$ cat src/rtl/setting_pkg.sv
// Shared encodings for the clock front-panel setting controller.
package setting_pkg;

    typedef enum logic [1:0] {
        MODE_CLOCK = 2'd0,
        MODE_TSET  = 2'd1,
        MODE_ASET  = 2'd2,
        MODE_SW    = 2'd3
    } mode_t;

    typedef enum logic [1:0] {
        POS_SEC  = 2'd0,
        POS_MIN  = 2'd1,
        POS_HOUR = 2'd2
    } pos_t;

    function automatic logic is_set_mode(input mode_t mode);
        return (mode == MODE_TSET) || (mode == MODE_ASET);
    endfunction

endpackage

$ cat src/rtl/sw_edge.sv
// Rising-edge press detector for one debounced switch level.
// A level already high when reset is released is not reported as a press.
module sw_edge (
    input  logic clk,
    input  logic rst_n,
    input  logic i_lvl,
    output logic o_press
);

    logic prev_q;
    logic armed_q;

    // Previous level, plus an arm flag so the first sampled cycle never fires.
    always_ff @(posedge clk or negedge rst_n) begin
        if (!rst_n) begin
            prev_q  <= 1'b0;
            armed_q <= 1'b0;
        end else begin
            prev_q  <= i_lvl;
            armed_q <= 1'b1;
        end
    end

    assign o_press = i_lvl & ~prev_q & armed_q;

endmodule

$ cat src/rtl/setting_ctrl.sv
// Front-panel setting controller: mode/position FSM, increment strobes and
// inactivity timeout. Define SETTING_AUTO_REPEAT_EN for hold-to-repeat increments.
module setting_ctrl
    import setting_pkg::*;
#(
    parameter int TIMEOUT_CYCLES = 500_000_000,
    parameter int CNT_W          = 32,
    parameter int REPEAT_DELAY   = 25_000_000,
    parameter int REPEAT_PERIOD  = 5_000_000
) (
    input  logic       clk,
    input  logic       rst_n,
    input  logic       i_sw_mode,
    input  logic       i_sw_pos,
    input  logic       i_sw_up,
    output logic [1:0] o_setting_mode,
    output logic [1:0] o_setting_position,
    output logic       o_inc_sec,
    output logic       o_inc_min,
    output logic       o_inc_hour,
    output logic       o_timeout
);

    localparam logic [CNT_W-1:0] TMO_LAST = CNT_W'(TIMEOUT_CYCLES - 1);

    logic mode_press_s, pos_press_s, up_press_s;
    logic up_evt_s, rpt_fire_s, expire_s, set_mode_s;

    mode_t            mode_q, mode_d;
    pos_t             pos_q, pos_d;
    logic [CNT_W-1:0] tmo_cnt_q, tmo_cnt_d;
    logic             inc_sec_q, inc_min_q, inc_hour_q, timeout_q;
    logic             inc_sec_d, inc_min_d, inc_hour_d, timeout_d;

    sw_edge u_edge_mode (.clk(clk), .rst_n(rst_n), .i_lvl(i_sw_mode), .o_press(mode_press_s));
    sw_edge u_edge_pos  (.clk(clk), .rst_n(rst_n), .i_lvl(i_sw_pos),  .o_press(pos_press_s));
    sw_edge u_edge_up   (.clk(clk), .rst_n(rst_n), .i_lvl(i_sw_up),   .o_press(up_press_s));

    assign set_mode_s = is_set_mode(mode_q);
    // An up press only counts when no higher-priority press shares its cycle.
    assign up_evt_s   = up_press_s & ~mode_press_s & ~pos_press_s & set_mode_s;
    assign expire_s   = ~mode_press_s & ~pos_press_s & ~up_press_s & ~rpt_fire_s
                        & set_mode_s & (tmo_cnt_q == TMO_LAST);

`ifdef SETTING_AUTO_REPEAT_EN
    logic [CNT_W-1:0] hold_cnt_q, hold_cnt_d;
    logic             rpt_phase_q, rpt_phase_d;
    logic             hold_ok_s;

    // hold_cnt_q counts cycles since the last strobe while up stays held; 0 = idle.
    assign hold_ok_s  = i_sw_up & set_mode_s & ~mode_press_s & ~pos_press_s & ~up_press_s
                        & (hold_cnt_q != {CNT_W{1'b0}});
    assign rpt_fire_s = hold_ok_s & (rpt_phase_q ? (hold_cnt_q == CNT_W'(REPEAT_PERIOD))
                                                 : (hold_cnt_q == CNT_W'(REPEAT_DELAY)));

    // Hold counter next state: restart on a fresh press, reload on each repeat.
    always_comb begin
        hold_cnt_d  = {CNT_W{1'b0}};
        rpt_phase_d = 1'b0;
        if (up_evt_s) begin
            hold_cnt_d  = CNT_W'(1);
            rpt_phase_d = 1'b0;
        end else if (hold_ok_s && !expire_s) begin
            if (rpt_fire_s) begin
                hold_cnt_d  = CNT_W'(1);
                rpt_phase_d = 1'b1;
            end else begin
                hold_cnt_d  = hold_cnt_q + CNT_W'(1);
                rpt_phase_d = rpt_phase_q;
            end
        end else begin
            hold_cnt_d  = {CNT_W{1'b0}};
            rpt_phase_d = 1'b0;
        end
    end

    // Hold counter registers.
    always_ff @(posedge clk or negedge rst_n) begin
        if (!rst_n) begin
            hold_cnt_q  <= {CNT_W{1'b0}};
            rpt_phase_q <= 1'b0;
        end else begin
            hold_cnt_q  <= hold_cnt_d;
            rpt_phase_q <= rpt_phase_d;
        end
    end
`else
    assign rpt_fire_s = 1'b0;
`endif

    // State and output registers.
    always_ff @(posedge clk or negedge rst_n) begin
        if (!rst_n) begin
            mode_q     <= MODE_CLOCK;
            pos_q      <= POS_SEC;
            tmo_cnt_q  <= {CNT_W{1'b0}};
            inc_sec_q  <= 1'b0;
            inc_min_q  <= 1'b0;
            inc_hour_q <= 1'b0;
            timeout_q  <= 1'b0;
        end else begin
            mode_q     <= mode_d;
            pos_q      <= pos_d;
            tmo_cnt_q  <= tmo_cnt_d;
            inc_sec_q  <= inc_sec_d;
            inc_min_q  <= inc_min_d;
            inc_hour_q <= inc_hour_d;
            timeout_q  <= timeout_d;
        end
    end

    // Next mode, position and inactivity count, in press-priority order.
    always_comb begin
        mode_d    = mode_q;
        pos_d     = pos_q;
        tmo_cnt_d = tmo_cnt_q;
        if (mode_press_s) begin
            case (mode_q)
                MODE_CLOCK: mode_d = MODE_TSET;
                MODE_TSET:  mode_d = MODE_ASET;
                MODE_ASET:  mode_d = MODE_SW;
                MODE_SW:    mode_d = MODE_CLOCK;
                default:    mode_d = MODE_CLOCK;
            endcase
            pos_d     = POS_SEC;
            tmo_cnt_d = {CNT_W{1'b0}};
        end else if (pos_press_s) begin
            if (set_mode_s) begin
                case (pos_q)
                    POS_SEC:  pos_d = POS_MIN;
                    POS_MIN:  pos_d = POS_HOUR;
                    POS_HOUR: pos_d = POS_SEC;
                    default:  pos_d = POS_SEC;
                endcase
            end else begin
                pos_d = POS_SEC;
            end
            tmo_cnt_d = {CNT_W{1'b0}};
        end else if (up_press_s || rpt_fire_s || !set_mode_s) begin
            tmo_cnt_d = {CNT_W{1'b0}};
        end else if (expire_s) begin
            mode_d    = MODE_CLOCK;
            pos_d     = POS_SEC;
            tmo_cnt_d = {CNT_W{1'b0}};
        end else begin
            tmo_cnt_d = tmo_cnt_q + CNT_W'(1);
        end
    end

    // Strobe decode: one increment line per position, plus the timeout pulse.
    always_comb begin
        inc_sec_d  = 1'b0;
        inc_min_d  = 1'b0;
        inc_hour_d = 1'b0;
        timeout_d  = expire_s;
        if (up_evt_s || rpt_fire_s) begin
            case (pos_q)
                POS_SEC:  inc_sec_d  = 1'b1;
                POS_MIN:  inc_min_d  = 1'b1;
                POS_HOUR: inc_hour_d = 1'b1;
                default:  inc_sec_d  = 1'b0;
            endcase
        end else begin
            inc_sec_d = 1'b0;
        end
    end

    assign o_setting_mode     = mode_q;
    assign o_setting_position = pos_q;
    assign o_inc_sec          = inc_sec_q;
    assign o_inc_min          = inc_min_q;
    assign o_inc_hour         = inc_hour_q;
    assign o_timeout          = timeout_q;

endmodule

$ cat config.mk
export PLATFORM = sky130hd
export DESIGN_NAME = setting_ctrl
export DESIGN_NICKNAME = d
export VERILOG_FILES = /design/src/rtl/setting_pkg.sv /design/src/rtl/sw_edge.sv /design/src/rtl/setting_ctrl.sv
export SDC_FILE = /design/constraint.sdc
export NUM_CORES = 1
export LEC_CHECK = 0
export CORE_UTILIZATION = 55
export CTS_BUF_LIST = sky130_fd_sc_hd__clkbuf_4
export CTS_CLUSTER_DIAMETER = 200
export DETAILED_ROUTE_END_ITERATION = 8
export PLACE_DENSITY = 0.75
export SYNTH_ARGS = -nofsm -noshare
export SYNTH_HDL_FRONTEND = slang
export SYNTH_SLANG_ARGS = --single-unit
$ cat constraint.sdc
create_clock -name clk -period 3.07 [get_ports clk]
set_input_delay 0.614 -clock clk [delete_from_list [all_inputs] [get_ports clk]]
set_output_delay 0.614 -clock clk [all_outputs]
set_load 0.02 [all_outputs]
### Yosys cells after proc, flatten, opt, wreduce, memory -nomap -nowiden

Index checks and enable logic that the tools add are counted.

| word-level totals | value |
|---|---|
| flip-flop bits (word level) | 44 |
| bits of input ports | 5 |
| output and inout bits | 8 |
| logic and storage cells | 68 |

| cells by class | value |
|---|---|
| reduce and logical (&&, ||, !) cells | 9 |
| $add $sub $neg | 1 |
| mux-type cells | 19 |
| eq/ne operators | 9 |
| bitwise operators | 19 |

Operators by type and width:

| cell | number |
|---|---|
| 2-to-1 mux 32 bit | 4 |
| adder 32 x 1 -> 32 bit, second input constant | 1 |
| equality test 32 x 29 -> 1 bit, second input constant | 1 |
| 2-to-1 mux 2 bit | 7 |
| AND 1 bit | 13 |
| case mux 2 bit (4 select lines) | 1 |
| equality test 2 bit, second input constant | 3 |
| 2-to-1 mux 1 bit | 6 |
| NOT 1 bit | 6 |
| equality test 2 x 1 -> 1 bit, second input constant | 2 |
| logical NOT 2 bit | 2 |
| != test 2 bit, second input constant | 2 |
| case mux 2 bit (2 select lines) | 1 |
| != test 3 bit, second input constant | 1 |
| AND reduction 3 bit | 1 |
| nonzero test 3 bit | 1 |
| logical OR 1 bit | 2 |
| AND reduction 2 bit | 1 |
| nonzero test 2 bit | 1 |
| logical NOT 1 bit | 1 |

### Longest topological paths before layout

Gate-level depths: netlist of run 1.

| depth | value |
|---|---|
| depth in word-level cells | 12 |
| gate-level depth with buffers | 7 |
| depth with buffers taken out | 6 |

### By module

A second synthesis of run 1 with hierarchy kept.

| second synthesis, totals | value |
|---|---|
| cell total of the unflattened synthesis | 213 |
| area, all modules | 2143.3 um2 |

Modules (own cells, without submodules):

| module | cells each | seq. area each (um2) | instances | area an instance (um2) |
|---|---|---|---|---|
| setting_ctrl | 201 | 1001.0 | 1 | 1955.6 |
| sw_edge | 4 | 50.0 | 3 | 62.6 |

### Worst setup path after synthesis of run 1

Ideal clock, no wire load.

| path | value |
|---|---|
| path kind | register to register |
| start | reg tmo_cnt_q[21] |
| end | reg tmo_cnt_q[24] |
| setup slack | 0.821 ns |
| setup time | 0.119 ns |
| stages on the path, launching flop included | 7 |
| data arrival time | 2.131 ns |
| required time | 2.951 ns |
| period minus slack after synthesis | 2.249 ns |
| buffers on the path | 1 |
| cell sequence | dfrtp_1 or4_1 or4_1 or3_4 o21ai_4 buf_6 nor2_1 |

| between the ends | value |
|---|---|
| cells in the longest elaborated chain, start to end | 6 |
| elaborated cells on any way between the ends | 7 |
| those cells by class | add/sub: 1; eq/ne: 1; mux: 4; bitwise: 1 |

RTL lines:

| what | line | RTL |
|---|---|---|
| start: declaration | setting_ctrl.sv:31 | `logic [CNT_W-1:0] tmo_cnt_q, tmo_cnt_d;` |
| start signal: assignment | setting_ctrl.sv:96 | `tmo_cnt_q <= {CNT_W{1'b0}};` |
| start signal: assignment | setting_ctrl.sv:104 | `tmo_cnt_q <= tmo_cnt_d;` |
| branches (longest 2 deep; another with adder 32 x 1 -> 32 bit) | -- |  |
| 2-to-1 mux 32 bit (*) | setting_ctrl.sv:141 | `end else if (expire_s) begin` |
| 2-to-1 mux 32 bit (*) | setting_ctrl.sv:139 | `end else if (up_press_s \|\| rpt_fire_s \|\| !set_mode_s) begin` |
| 2-to-1 mux 32 bit (*) | setting_ctrl.sv:127 | `end else if (pos_press_s) begin` |
| 2-to-1 mux 32 bit (*) | setting_ctrl.sv:117 | `if (mode_press_s) begin` |
| net tmo_cnt_d[24] | setting_ctrl.sv:31 |  |

Mark *: on every way through the listed nets, which the timed path passes.
A chain may end at the register's enable or synchronous reset.

### Final worst setup path of run 1

| path | value |
|---|---|
| start | reg tmo_cnt_q[21] |
| end | reg tmo_cnt_q[17] |

| between the ends | value |
|---|---|
| cells in the longest elaborated chain, start to end | 6 |

RTL lines:

| what | line | RTL |
|---|---|---|
| equality test 32 x 29 -> 1 bit | setting_ctrl.sv:43 | `& set_mode_s & (tmo_cnt_q == TMO_LAST);` |
| AND 1 bit | setting_ctrl.sv:43 |  |
| 2-to-1 mux 32 bit | setting_ctrl.sv:141 |  |
| 2-to-1 mux 32 bit | setting_ctrl.sv:139 |  |
| 2-to-1 mux 32 bit | setting_ctrl.sv:127 |  |
| 2-to-1 mux 32 bit | setting_ctrl.sv:117 |  |
| net tmo_cnt_d[17] | setting_ctrl.sv:31 |  |

The timed path passes the listed nets, and every way through them passes these cells.

==> results by stage, run 1 <==
Setup path:
- The combined buffer and inverter count along the critical path is 1.
- The biggest cell delay along the critical path is 520 ps.
- The endpoint of the most critical setup path is tmo_cnt_q[17]$_DFF_PN0_.
- The critical path is of the flop to flop type.
- Tracing the worst setup path back leads to its startpoint at tmo_cnt_q[21]$_DFF_PN0_.
- At the worst endpoint, the arrival time is 2760 ps.
- In this design, the largest share of critical-path delay is due to simple AND/OR/NAND/NOR gates.
- Along the worst path, the maximum fanout reaches 32.
- In this run the critical register-to-register path is captured at tmo_cnt_q[17]$_DFF_PN0_.
- The signal on the critical path passes through or4_1, or4_1, or3_4, o21ai_4, buf_4, nor2_1.
- The data required time of the worst path is 3300 ps.
- Across all register-to-register paths, the minimum setup slack is 540 ps.
- STA classifies the critical path endpoint as a flop.
- The most common cell type on the critical path is sky130_fd_sc_hd__or4_1.
- In this run the number of cells on the critical path is 6.
- For this design, the slowest cell found on the critical path is sky130_fd_sc_hd__or4_1.
- The worst-case reg-to-reg path depth is 6.
- The critical path launch point type is a flop.
- In this run the critical register-to-register path is launched from tmo_cnt_q[21]$_DFF_PN0_.

Synth:
- The synthesized design spends more area on one cell type than any other, namely sky130_fd_sc_hd__dfrtp_1.
- The share of synthesized area occupied by flip-flops and latches is 51.8%.
- Counting distinct cell types in the post-synthesis netlist gives 30.
- Yosys printed 0 warnings.
- Counting flops with a built-in enable in the synthesized netlist gives 0.
- The proportion of register bits with asynchronous set or reset after synthesis is 100%.
- The register bit count reported by yosys is 44.
- The most instantiated library cell after synthesis is sky130_fd_sc_hd__dfrtp_1.
- The area of the mapped netlist is 0.00213 mm².
- The leading register cell type out of synthesis is sky130_fd_sc_hd__dfrtp_1.
- The top-area cell type share of the netlist area is 51.8%.
- In the post-synthesis netlist, the biggest area contributors are sky130_fd_sc_hd__dfrtp_1 52%, sky130_fd_sc_hd__nor2_1 7.4%, sky130_fd_sc_hd__xnor2_1 6.6%.
- By count the netlist is led by 44 x sky130_fd_sc_hd__dfrtp_1, 42 x sky130_fd_sc_hd__nor2_1, 16 x sky130_fd_sc_hd__nand3_1, 16 x sky130_fd_sc_hd__xnor2_1, 14 x sky130_fd_sc_hd__xor2_1.
- A synthesized cell averages 9.94 µm².
- The number of nets handed over by synthesis was 222.
- The number of cells produced by synthesis is 214.

Power:
- Of the total power, the clock network draws 27.6%.
- Of the total power, registers draw 50.2%.
- Per report_power, the combinational group accounts for 22.2% of the total.
- For this design the static power due to leakage is 0.966 nW.
- Net switching is 30.5% of the power.
- The power density over cell area is 548 mW/mm².
- The cell-internal power is 0.899 mW.
- The analysis attributes to net switching a power of 0.396 mW.
- The worst IR drop on VDD is 0.328 mV.

STA:
- Setup repair after global routing left no endpoint under its margin.
- Setup violations remaining at the end of the flow were counted as 0.
- The worst path needs 2530 ps of the cycle, external delays included.
- At the pin with the least slew margin, the transition time is 939 ps.
- Derived from the worst setup path, the maximum achievable clock frequency is 0.395 GHz.
- The worst path setup slack after routing is 539 ps.
- Headroom to the max-slew limit came out at 37.4%.
- The final setup skew is 12.0 ps.
- The share of the clock period used by the worst path is 82.5%.
- The count of endpoints failing hold in the final timing report is 0.
- The count of final max-slew check failures is 0.
- The total negative slack for setup checks is 0 ps.

Route:
- For this block, the via count after detailed routing is 1,548.
- For this run, the detailed router's first-pass iteration total came to 4.
- The count of routing violations after the opening detailed-route iteration is 67.
- Using the TritonRoute via totals, the vias-per-cell ratio works out to 5.51.
- The routed length per instance is 13.4 µm.
- The final routed DRC violation total is 0.
- Summed over all layers, the routed wires come to 3760 µm.
- The number of nets with antenna violations after detailed routing is 0.

Placement:
- After detailed placement, the total cell area comes to 0.00228 mm².
- In this run the tool buffered the top-level ports with 12 buffer cells.
- The weighted congestion at the end of routability-driven global placement is 0.808.
- The post-placement worst setup slack is 580 ps.
- Detailed placement ended at an HPWL of 2640 µm.

Floorplanning:
- The number of ports placed on the die boundary is 13.
- The standard cell core area is 0.00369 mm².
- The die covers 0.00412 mm².
- The die height is 64.2 µm.
- For this configuration, the core starts out at a cell density of 57.7%.
- The number of placement rows is 22.
- The width of the die is 64.2 µm.

Cells and area:
- The proportion of layout cells with a drive suffix above 1 is 6.44%.
- In the final design database the tool counted 240 nets.
- The repair_antennas step left the layout with diodes totalling 0.
- The utilization of the core after routing is 64.1%.
- With fillers left out, the area of the finished cells amounts to 0.00236 mm².
- Compared with the post-synthesis result, the final layout area differs by 11.1%.

Global routing:
- For this run the aggregate overflow at the end of global routing stands at 0.
- The number of global-route vias before repair is 1,516.
- The first global-routing pass estimated 6670 µm of wire.
- The total track usage is 21.3%.
- The number of antenna violations at the first check in global routing is 0.
- The largest net degree at the start of global routing is 45.

Clock tree:
- After clock tree synthesis, the clock-pin slew on the worst setup and hold paths is 130 ps.
- The longest clock path from root to sink contains 2 buffers.
- At the later pin of the worst-skew pair, clock insertion delay measures 350 ps.
- The number of levels in the clock H-tree is 2.
- The CTS tree is yes.
- The clock drives 44 sinks.
- The total CTS buffers is 5.
- The cts-stage hold buffer count is 0.
- Gates resized during post-CTS repair numbered 0.
- CTS placed an instance of sky130_fd_sc_hd__clkbuf_4 at the clock tree root.
- Once the clock tree was built, the setup fixing pass inserted 0 buffers.

Min path:
- The classification of the worst-slack hold path is input port to async pin.

Flow run:
- The max-capacitance violation count is 0.

Run status:
- The run finished with clean final reports.
==> logic make-up after synthesis <==
| logic type | share of synthesized area, % |
|---|---|
| AND/OR/NAND/NOR | 28.4 |
| flip-flops | 51.8 |
| XOR/XNOR | 12.4 |
| buffers and inverters | 3.35 |
| AO/OA/AOI/OAI | 2.18 |
| adder cells (fa/ha/maj) | 1.76 |
| other | 0.176 |
==> worst register-to-register path, cell delays in order, from the launching register on <==
cell and delay [ps]:
sky130_fd_sc_hd__dfrtp_1 440, sky130_fd_sc_hd__or4_1 520, sky130_fd_sc_hd__or4_1 500, sky130_fd_sc_hd__or3_4 380, sky130_fd_sc_hd__o21ai_4 140, sky130_fd_sc_hd__buf_4 320
sky130_fd_sc_hd__nor2_1 110
==> through the flow <==
stage / power, mW / hold WS (ps) / cells
after floorplan: 0.887 / 318 / 214
after global placement: 0.944 / 475 / 273
after detailed placement: 0.953 / 499 / 273
after CTS: 1.31 / 419 / 281
after global routing: 1.37 / 453 / 281
final: 1.29 / 383 / 281
==> layer usage <==
metal / wire [µm] / global-route usage [%]
met2: 1830 / 35.5
met4: 48 / 6.94
met1: 1760 / 26.8
met3: 123 / 5.71
met5: 0 / 0
==> flip-flops by register name, indices dropped and copies added (netlist names) <==
signal and flops:
o_inc_hour 1, o_inc_min 1, o_inc_sec 1, o_setting_mode 2
o_setting_position 2, o_timeout 1, tmo_cnt_q 32, u_edge_mode.prev_q 1
u_edge_pos.prev_q 1, u_edge_up.armed_q 1, u_edge_up.prev_q 1
==> worst min-delay path by stage <==
stage	from	endpoint	slack, ps	depth (start not counted)
floorplan	rst_n	o_inc_hour$_DFF_PN0_	320	0
global placement	tmo_cnt_q[0]$_DFF_PN0_	tmo_cnt_q[0]$_DFF_PN0_	480	1
detailed placement	tmo_cnt_q[0]$_DFF_PN0_	tmo_cnt_q[0]$_DFF_PN0_	500	1
CTS	rst_n	u_edge_mode.prev_q$_DFF_PN0_	420	1
global route	rst_n	u_edge_mode.prev_q$_DFF_PN0_	450	1
finish	rst_n	u_edge_mode.prev_q$_DFF_PN0_	380	1
==> layout by cell type (no fill, tap or decap) <==
cell,synthesis,routed
sky130_fd_sc_hd__or2_2,1,1
sky130_fd_sc_hd__xor2_1,14,14
sky130_fd_sc_hd__clkdlybuf4s50_1,0,11
sky130_fd_sc_hd__o22ai_1,1,1
sky130_fd_sc_hd__and3_1,4,4
sky130_fd_sc_hd__o32ai_1,1,1
sky130_fd_sc_hd__clkbuf_4,0,6
sky130_fd_sc_hd__and4_1,1,1
sky130_fd_sc_hd__nand3_1,16,16
sky130_fd_sc_hd__buf_4,0,2
sky130_fd_sc_hd__nor3b_1,1,1
sky130_fd_sc_hd__xnor2_1,16,16
sky130_fd_sc_hd__ha_1,3,3
sky130_fd_sc_hd__nand4_1,10,10
sky130_fd_sc_hd__nor4_1,8,8
sky130_fd_sc_hd__a211oi_1,2,2
sky130_fd_sc_hd__nor3_1,8,8
sky130_fd_sc_hd__or3_4,1,1
sky130_fd_sc_hd__and3b_1,2,2
sky130_fd_sc_hd__dfrtp_1,44,44
sky130_fd_sc_hd__nand2_1,10,10
sky130_fd_sc_hd__nor4b_1,1,1
sky130_fd_sc_hd__o21ai_4,1,1
sky130_fd_sc_hd__bufinv_16,0,1
sky130_fd_sc_hd__clkinv_2,0,1
sky130_fd_sc_hd__conb_1,1,1
sky130_fd_sc_hd__nor2b_1,1,1
sky130_fd_sc_hd__nand3b_1,2,2
sky130_fd_sc_hd__inv_1,10,10
sky130_fd_sc_hd__or3b_2,1,1
sky130_fd_sc_hd__or3_1,3,3
sky130_fd_sc_hd__buf_2,0,1
sky130_fd_sc_hd__nand2b_1,2,2
sky130_fd_sc_hd__or4_1,4,4
sky130_fd_sc_hd__nor2_1,42,42
==> power groups by stage <==
| stage | Sequential (mW) | Combinational, mW | Clock [mW] |
|---|---|---|---|
| final | 0.649 | 0.288 | 0.357 |
| after global routing | 0.654 | 0.325 | 0.393 |
| after CTS | 0.650 | 0.293 | 0.367 |
| after detailed placement | 0.662 | 0.291 | 0 |
| after global placement | 0.657 | 0.286 | 0 |
| after floorplan | 0.682 | 0.205 | 0 |
==> layout make-up <==
cell class                 count  area, µm²
fill                         321       1330
sequential                    44       1100
multi-input combinational    157        955
timing repair buffer          14        130
tap                           48       60.1
clock buffer                   6       45.0
inverter                      10       37.5
clock inverter                 2       35.0
Power figures use the tool's default switching activity.
==> inputs of run 2 (changes only) <==
--- a/config.mk
+++ b/config.mk
@@ -9,7 +9,7 @@
 export CTS_BUF_LIST = sky130_fd_sc_hd__clkbuf_4
 export CTS_CLUSTER_DIAMETER = 200
 export DETAILED_ROUTE_END_ITERATION = 8
-export PLACE_DENSITY = 0.75
+export PLACE_DENSITY = 0.78
 export SYNTH_ARGS = -nofsm -noshare
 export SYNTH_HDL_FRONTEND = slang
 export SYNTH_SLANG_ARGS = --single-unit
==> constraint.sdc (replaced) <==
create_clock -name clk -period 2 [get_ports clk]
set_input_delay 0.4 -clock clk [delete_from_list [all_inputs] [get_ports clk]]
set_output_delay 0.4 -clock clk [all_outputs]
set_load 0.02 [all_outputs]
==> run 2 against run 1 <==
Net effect:
- non-clock buffer count increased by 23
- routed wire length rose by 8.1%
- utilization grew 6.3 points
- clock skew is 5.8 ps lower
- critical endpoint is now tmo_cnt_q[2]$_DFF_PN0_
- combinational power rose by 100%
- largest cell class unchanged
- count of clock-buffer cells in the layout down 1
- highest routed layer unchanged
- register-to-register slack worse by 790 ps
- fmax is 12% higher
- the run now ends with setup timing left
- critical path type unchanged
==> results by stage, run 2 (same netlist as run 1, synthesis figures left out) <==
Run status:
- The flow ran to the end, but the final reports show violations.
- The checks that failed: setup timing.

Cells and area:
- The utilization of the core after routing is 70.4%.
- The antenna diode instance count is 0.
- The area growth from synthesis to final layout is 22.1%.
- In the layout the commonest cells are 44 x sky130_fd_sc_hd__dfrtp_1, 41 x sky130_fd_sc_hd__nor2_1, 21 x sky130_fd_sc_hd__buf_4.
- The flip-flop count of the largest register after layout is 32.
- The number of standard cells in the final layout excluding fillers is 304.
- For this run, the post-layout net count is 263.
- The final instance area is 0.00260 mm².
- Leaving out fill and tap cells, the most frequent cell in the layout is sky130_fd_sc_hd__dfrtp_1.
- In the final layout, the share of cells above drive strength 1 is 16.0%.
- The register name with the most flops is tmo_cnt_q.

Global routing:
- The first-pass GRT wire length is 7260 µm.
- The number of global-route vias before repair is 1,572.
- The largest net degree at the start of global routing is 24.
- The total track usage is 23.1%.
- The global route total overflow is 0.
- The number of antenna violations at the first check in global routing is 0.

Power:
- Power spread over the standard cell area amounts to 762 mW/mm².
- The power consumption is 1.98 mW.
- The leakage power summed over all cells is 1.08 nW.
- The worst IR drop on VDD is 0.524 mV.

Placement:
- Detailed placement finished with a half-perimeter wire length of 3070 µm.
- The placed instances occupy a cell area of 0.00249 mm².
- Timing analysis after detailed placement gives a worst setup slack of -238 ps.
- At the end of routability-driven placement, the weighted congestion stood at 0.850.
- The cell count after placement is 295.
- The number of port buffers is 12.

STA:
- The worst path setup slack after routing is -253 ps.
- The count of endpoints failing hold in the final timing report is 0.
- Between clock sinks in the finished design, the worst skew comes to 6.21 ps.
- The minimum clock period is 2250 ps.
- Setup repair after global routing could not meet its margin everywhere.
- The headroom to the max-slew limit is 66.6%.
- For this run, the top clock speed supported by timing is 0.444 GHz.
- The count of final max-slew check failures was 0.
- The final critical path takes up 113% of the cycle.
- The setup-violating endpoint count in the final report is 37.
- At the pin with the least slew margin, the transition time is 501 ps.

Route:
- The routed design uses 1880 µm of met2 wire.
- The pre-antenna-repair detailed-routing pass consisted of 4 iterations.
- The uppermost signal routing layer after detailed routing is met4.
- The total via count in the routed design is 1,656.
- The detailed router put a total of 1990 µm of wire on met1.
- Summed over all nets, wire length on met3 after detailed routing comes to 156 µm.
- In the routed layout, each cell is associated on average with a via count of 5.45.
- The number of nets with antenna violations after detailed routing is 0.
- The routed length per instance is 13.4 µm.
- For this run, design rule violations remaining after detail routing come to 0.
- The count of routing violations after the opening detailed-route iteration is 161.
- The post-detailed-routing wire length is 4070 µm.

Setup path:
- Data arrives at the worst endpoint at 2490 ps.
- The critical path launch point type is a flop.
- Of all nets on the critical path, the largest fanout is 18.
- The endpoint type of the worst setup path is a flop.
- The critical path class is flop to flop.
- Data on the critical path is required at its endpoint by 2240 ps.

Clock tree:
- The CTS tree is yes.
- The number of levels in the clock H-tree is 2.
- The clock passes through at most 2 buffers.
- The insertion delay of the later-clocked pin in the worst-skew pair is 340 ps.
- The register clock-pin slew on the reported worst setup and hold paths is 130 ps.
- Counting every sink on the clock net gives 44.
- The tree is rooted in a sky130_fd_sc_hd__clkbuf_4.
- The total CTS buffers is 5.

Floorplanning:
- 13 I/O pins were placed.
- The die is 64.2 µm wide.
- The floorplan has 22 rows.
- The floorplan step set the die height to 64.2 µm.
- The die outline area is 0.00412 mm².
- The initial utilization of the core area, before any placement, comes to 57.7%.
- The region available for standard cell placement spans 0.00369 mm².

Flow run:
- The max-capacitance violation count is 0.

Min path:
- The classification of the worst-slack hold path is input port to async pin.
-- run 2: cell count changes in the layout (fill, tap and decap cells not counted), sizes merged --
cell,before,now
buf,3,26
bufinv,1,0
clkbuf,6,5
clkinvlp,0,2
-- run 2: where the power goes --
part,total [mW],switching [mW],internal (mW),leakage (nW)
sequential,0.993,0.0473,0.945,0.597
combinational,0.578,0.316,0.262,0.453
clock,0.408,0.276,0.133,0.0249
total,1.98,0.639,1.34,1.08
-- run 2: worst paths after layout --
check	to	startpoint	slack, ps	cells after the start
max in group asynchronous	tmo_cnt_q[10]$_DFF_PN0_	rst_n	1510	2
min	o_inc_hour$_DFF_PN0_	rst_n	5	1
max	tmo_cnt_q[2]$_DFF_PN0_	tmo_cnt_q[17]$_DFF_PN0_	-250	6
max reg2reg	tmo_cnt_q[2]$_DFF_PN0_	tmo_cnt_q[17]$_DFF_PN0_	-250	6
min reg2reg	tmo_cnt_q[0]$_DFF_PN0_	tmo_cnt_q[0]$_DFF_PN0_	550	2
min in group clk	u_edge_pos.prev_q$_DFF_PN0_	i_sw_pos	530	1
-- run 2: layer usage --
metal  GRT usage [%]  up-vias
li1                -      816
met1            33.5      800
met2            35.4       34
met3            4.29        6
met4            6.94        0
met5               0        -
-- run 2: layout make-up --
class | count | area (µm²)
timing repair buffer | 37 | 344
multi-input combinational | 157 | 998
tap | 48 | 60.1
inverter | 10 | 37.5
fill | 293 | 1090
sequential | 44 | 1100
clock inverter | 3 | 18.8
clock buffer | 5 | 37.5
-- run 2: worst max-delay path: stages (launching register included) --
cell	delay (ps)
sky130_fd_sc_hd__dfrtp_1	410
sky130_fd_sc_hd__or4_1	500
sky130_fd_sc_hd__or4_1	420
sky130_fd_sc_hd__or3_4	400
sky130_fd_sc_hd__o21ai_4	200
sky130_fd_sc_hd__buf_12	170
sky130_fd_sc_hd__nor2_1	60
-- run 2: repair_timing --
item                                    in CTS  in global routing
hold buffers                                 0                  0
resized for setup                            3                  4
buffers inserted                             0                  1
pin swaps                                    1                  1
endpoints found under the setup margin      37                 37
-- run 2: through the flow --
step | hold WS [ps] | setup TNS [ps]
6_report | 4.51 | -8340
3_3_place_gp | 403 | -7320
3_5_place_dp | 403 | -7780
4_1_cts | 20.0 | -8570
2_1_floorplan | 104 | -5960
5_1_grt | 17.4 | -10300
==> inputs of run 3 (changes only) <==
--- a/config.mk
+++ b/config.mk
@@ -9,7 +9,7 @@
 export CTS_BUF_LIST = sky130_fd_sc_hd__clkbuf_4
 export CTS_CLUSTER_DIAMETER = 200
 export DETAILED_ROUTE_END_ITERATION = 8
-export PLACE_DENSITY = 0.78
+export PLACE_DENSITY = 0.75
 export SYNTH_ARGS = -nofsm -noshare
 export SYNTH_HDL_FRONTEND = slang
 export SYNTH_SLANG_ARGS = --single-unit
==> constraint.sdc (replaced) <==
create_clock -name clk -period 2.15 [get_ports clk]
set_input_delay 0.43 -clock clk [delete_from_list [all_inputs] [get_ports clk]]
set_output_delay 0.43 -clock clk [all_outputs]
set_load 0.02 [all_outputs]
==> run 3 against run 2 <==
Net effect:
- the run still ends with setup timing left
- fmax fell by 1.1%
- clock power increased by 21%
- first-iteration DRC count decreased by 57%
- combinational power fell by 20%
- power decreased by 5.1%
- critical path depth did not move
- routed wire length fell by 2.6%
- via count decreased by 2.7%
- flip-flop and latch count stayed put
- clock skew is 12 ps higher
- global-route usage down 0.83 points
==> results by stage, run 3 (same netlist as run 1, synthesis figures left out) <==
Run status:
- The run finished, with violations left.
- The checks that failed: setup timing.

Global routing:
- Entering global routing, the biggest net connects 33 pins.
- The number of antenna violations at the first check in global routing is 0.
- The total track usage is 22.3%.
- The first-pass GRT wire length is 6820 µm.
- Summed over all layers, the global routing overflow is 0.
- The number of global-route vias before repair is 1,532.

Cells and area:
- The sequential cells in the finished layout cover a total of 0.00110 mm².
- The number of filler instances in the final layout is 311.
- The repair_antennas step left the layout with diodes totalling 0.
- The register name with the most flops is tmo_cnt_q.
- The area used by multi-input combinational logic is 986 µm².
- The proportion of layout cells with a drive suffix above 1 is 13.6%.
- The register with the most flip-flops in the layout has 32 of them.
- Relative to the synthesized area, the layout overhead comes to 18.9%.
- Leaving out fill and tap cells, the most frequent cells in the layout are 44 x sky130_fd_sc_hd__dfrtp_1, 40 x sky130_fd_sc_hd__nor2_1, 18 x sky130_fd_sc_hd__buf_4.
- The commonest non-fill, non-tap cell in the layout is sky130_fd_sc_hd__dfrtp_1.
- The finished cells cover 0.00253 mm².
- The final layout contains 257 nets.

Floorplanning:
- The die covers 0.00412 mm².
- The initial standard-cell utilization of the core is 57.7%.
- During I/O placement, the number of pins put on the boundary was 13.
- The standard cell core area is 0.00369 mm².
- After floorplanning, the core was divided into 22 placement rows.
- The die is 64.2 µm wide.
- In this run the vertical extent of the chip is 64.2 µm.

STA:
- At the pin with the least slew margin, the transition time is 697 ps.
- Measured against its own limit, the worst slew margin works out to 53.5%.
- Timing would allow up to 0.439 GHz.
- The count of final max-slew check failures is 0.
- Subtracting the final worst setup slack from the clock period gives 2280 ps.
- The worst path setup slack after routing is -129 ps.
- The share of the clock period used by the worst path is 106%.
- Setup repair after global routing could not meet its margin everywhere.
- Setup violations remaining at the end of the flow were counted as 35.
- On the final layout, the worst hold slack is 98.0 ps.
- The count of endpoints failing hold in the final timing report came to 0.
- The clock arrives with 18.3 ps of skew.

Placement:
- The count of buffers added on input and output ports is 12.
- Summing all placed instances gives a cell area of 0.00241 mm².
- At the end of routability-driven placement, the weighted congestion stood at 0.833.
- The detailed-placement wirelength estimate is 2800 µm.

Setup path:
- The endpoint type of the worst setup path is a flop.
- The arrival time of data at the critical path endpoint is 2530 ps.
- The maximum fanout count along the critical path is 32.
- The critical path is of the flop to flop type.
- The worst setup path is launched from a flop.
- STA puts the critical path data required time at 2400 ps.

Clock tree:
- For this design, the sink count on the clock tree is 44.
- Counting the buffers created by CTS gives 5.
- The insertion delay of the later-clocked pin in the worst-skew pair is 360 ps.
- The H-tree was split into 2 levels.
- The tree is rooted in a sky130_fd_sc_hd__clkbuf_4.
- After clock tree synthesis, the clock-pin slew on the worst setup and hold paths is 130 ps.
- The clock passes through at most 2 buffers.
- TritonCTS built the clock tree.

Route:
- After detailed routing, the average wire length per cell comes to 13.3 µm.
- The final layout contains routed wiring with a total length of 3960 µm.
- The total via count in the routed design is 1,612.
- The pre-antenna-repair detailed-routing pass consisted of 4 iterations.
- For this run, design rule violations remaining after detail routing come to 0.
- The detail-routed via count per cell is 5.41.
- After the first detailed-routing iteration, the DRC count stood at 70.
- The number of nets with antenna violations after detailed routing is 0.

Power:
- The leakage power summed over all cells is 1.05 nW.
- In this run, flip-flops and latches consume 49.2% of the power.
- The internal power of the cells totals 1.30 mW.
- The clock network burns 26.2% of the power.
- Power spread over the standard cell area amounts to 742 mW/mm².
- Net switching is 30.7% of the power.
- The fraction of power consumed by combinational cells is 24.5%.
- In this run the power spent charging and discharging nets is 0.577 mW.
- Across the VDD grid, the largest voltage drop is 0.416 mV.

Flow run:
- Max-cap violations in this run came to 0.

Min path:
- The classification of the worst-slack hold path is input port to async pin.
[run 3: changes by cell type in the layout (fill, tap and decap cells not counted), sizes merged]
cell and change:
buf -6, clkinvlp -2, bufinv +1, clkinv +1
[run 3: power groups by stage]
stage	Clock, mW	Combinational, mW	Sequential (mW)
floorplan	0	0.294	0.974
global placement	0	0.452	0.939
detailed placement	0	0.458	0.942
CTS	0.508	0.462	0.925
global route	0.540	0.503	0.932
finish	0.493	0.460	0.924
[run 3: final timing paths]
check / to / depth (start not counted) / slack [ps] / from
max in group asynchronous: tmo_cnt_q[16]$_DFF_PN0_ / 2 / 1400 / rst_n
setup reg to reg: tmo_cnt_q[8]$_DFF_PN0_ / 6 / -130 / tmo_cnt_q[21]$_DFF_PN0_
hold / removal: tmo_cnt_q[4]$_DFF_PN0_ / 1 / 100 / rst_n
min in group clk: tmo_cnt_q[0]$_DFF_PN0_ / 1 / 490 / tmo_cnt_q[0]$_DFF_PN0_
setup / recovery: tmo_cnt_q[8]$_DFF_PN0_ / 6 / -130 / tmo_cnt_q[21]$_DFF_PN0_
hold reg to reg: tmo_cnt_q[0]$_DFF_PN0_ / 1 / 490 / tmo_cnt_q[0]$_DFF_PN0_
[run 3: critical path: stages (launching register included)]
cell and delay (ps):
sky130_fd_sc_hd__dfrtp_1 400, sky130_fd_sc_hd__or4_1 520, sky130_fd_sc_hd__or4_1 420, sky130_fd_sc_hd__or3_4 400, sky130_fd_sc_hd__o21ai_4 150, sky130_fd_sc_hd__buf_12 200
sky130_fd_sc_hd__nor2_1 70
[run 3: routing by layer]
layer / vias up / GRT usage (%) / part of all wire, %
met1: 768 / 26.7 / 44
met2: 36 / 37.1 / 50
met4: 0 / 10.3 / 1.7
met3: 5 / 6.25 / 4.5
met5: - / 0 / 0
li1: 803 / - / -
[run 3: layout make-up]
class | count | area share (%)
inverter | 10 | 1.48
timing repair buffer | 31 | 10.7
clock buffer | 5 | 1.48
tap | 48 | 2.37
sequential | 44 | 43.5
clock inverter | 3 | 1.48
multi-input combinational | 157 | 39.0
[run 3: metrics by stage]
step	util [%]	total power, mW	worst slack, ps	TNS, ps	instances
finish	68.6	1.88	-129	-3790	298
global route	68.6	1.98	-196	-5980	298
CTS	68.1	1.89	-126	-3690	297
detailed placement	65.3	1.40	-89.2	-2650	288
global placement	65.3	1.39	-46.4	-1330	288
floorplan	-	1.27	-42.6	-1270	214
[run 3: what timing repair did]
action / in CTS / in global routing
setup endpoints to repair: 37 / 37
buffers inserted: 1 / 1
hold buffers: 0 / 0
gates resized for setup: 4 / 2
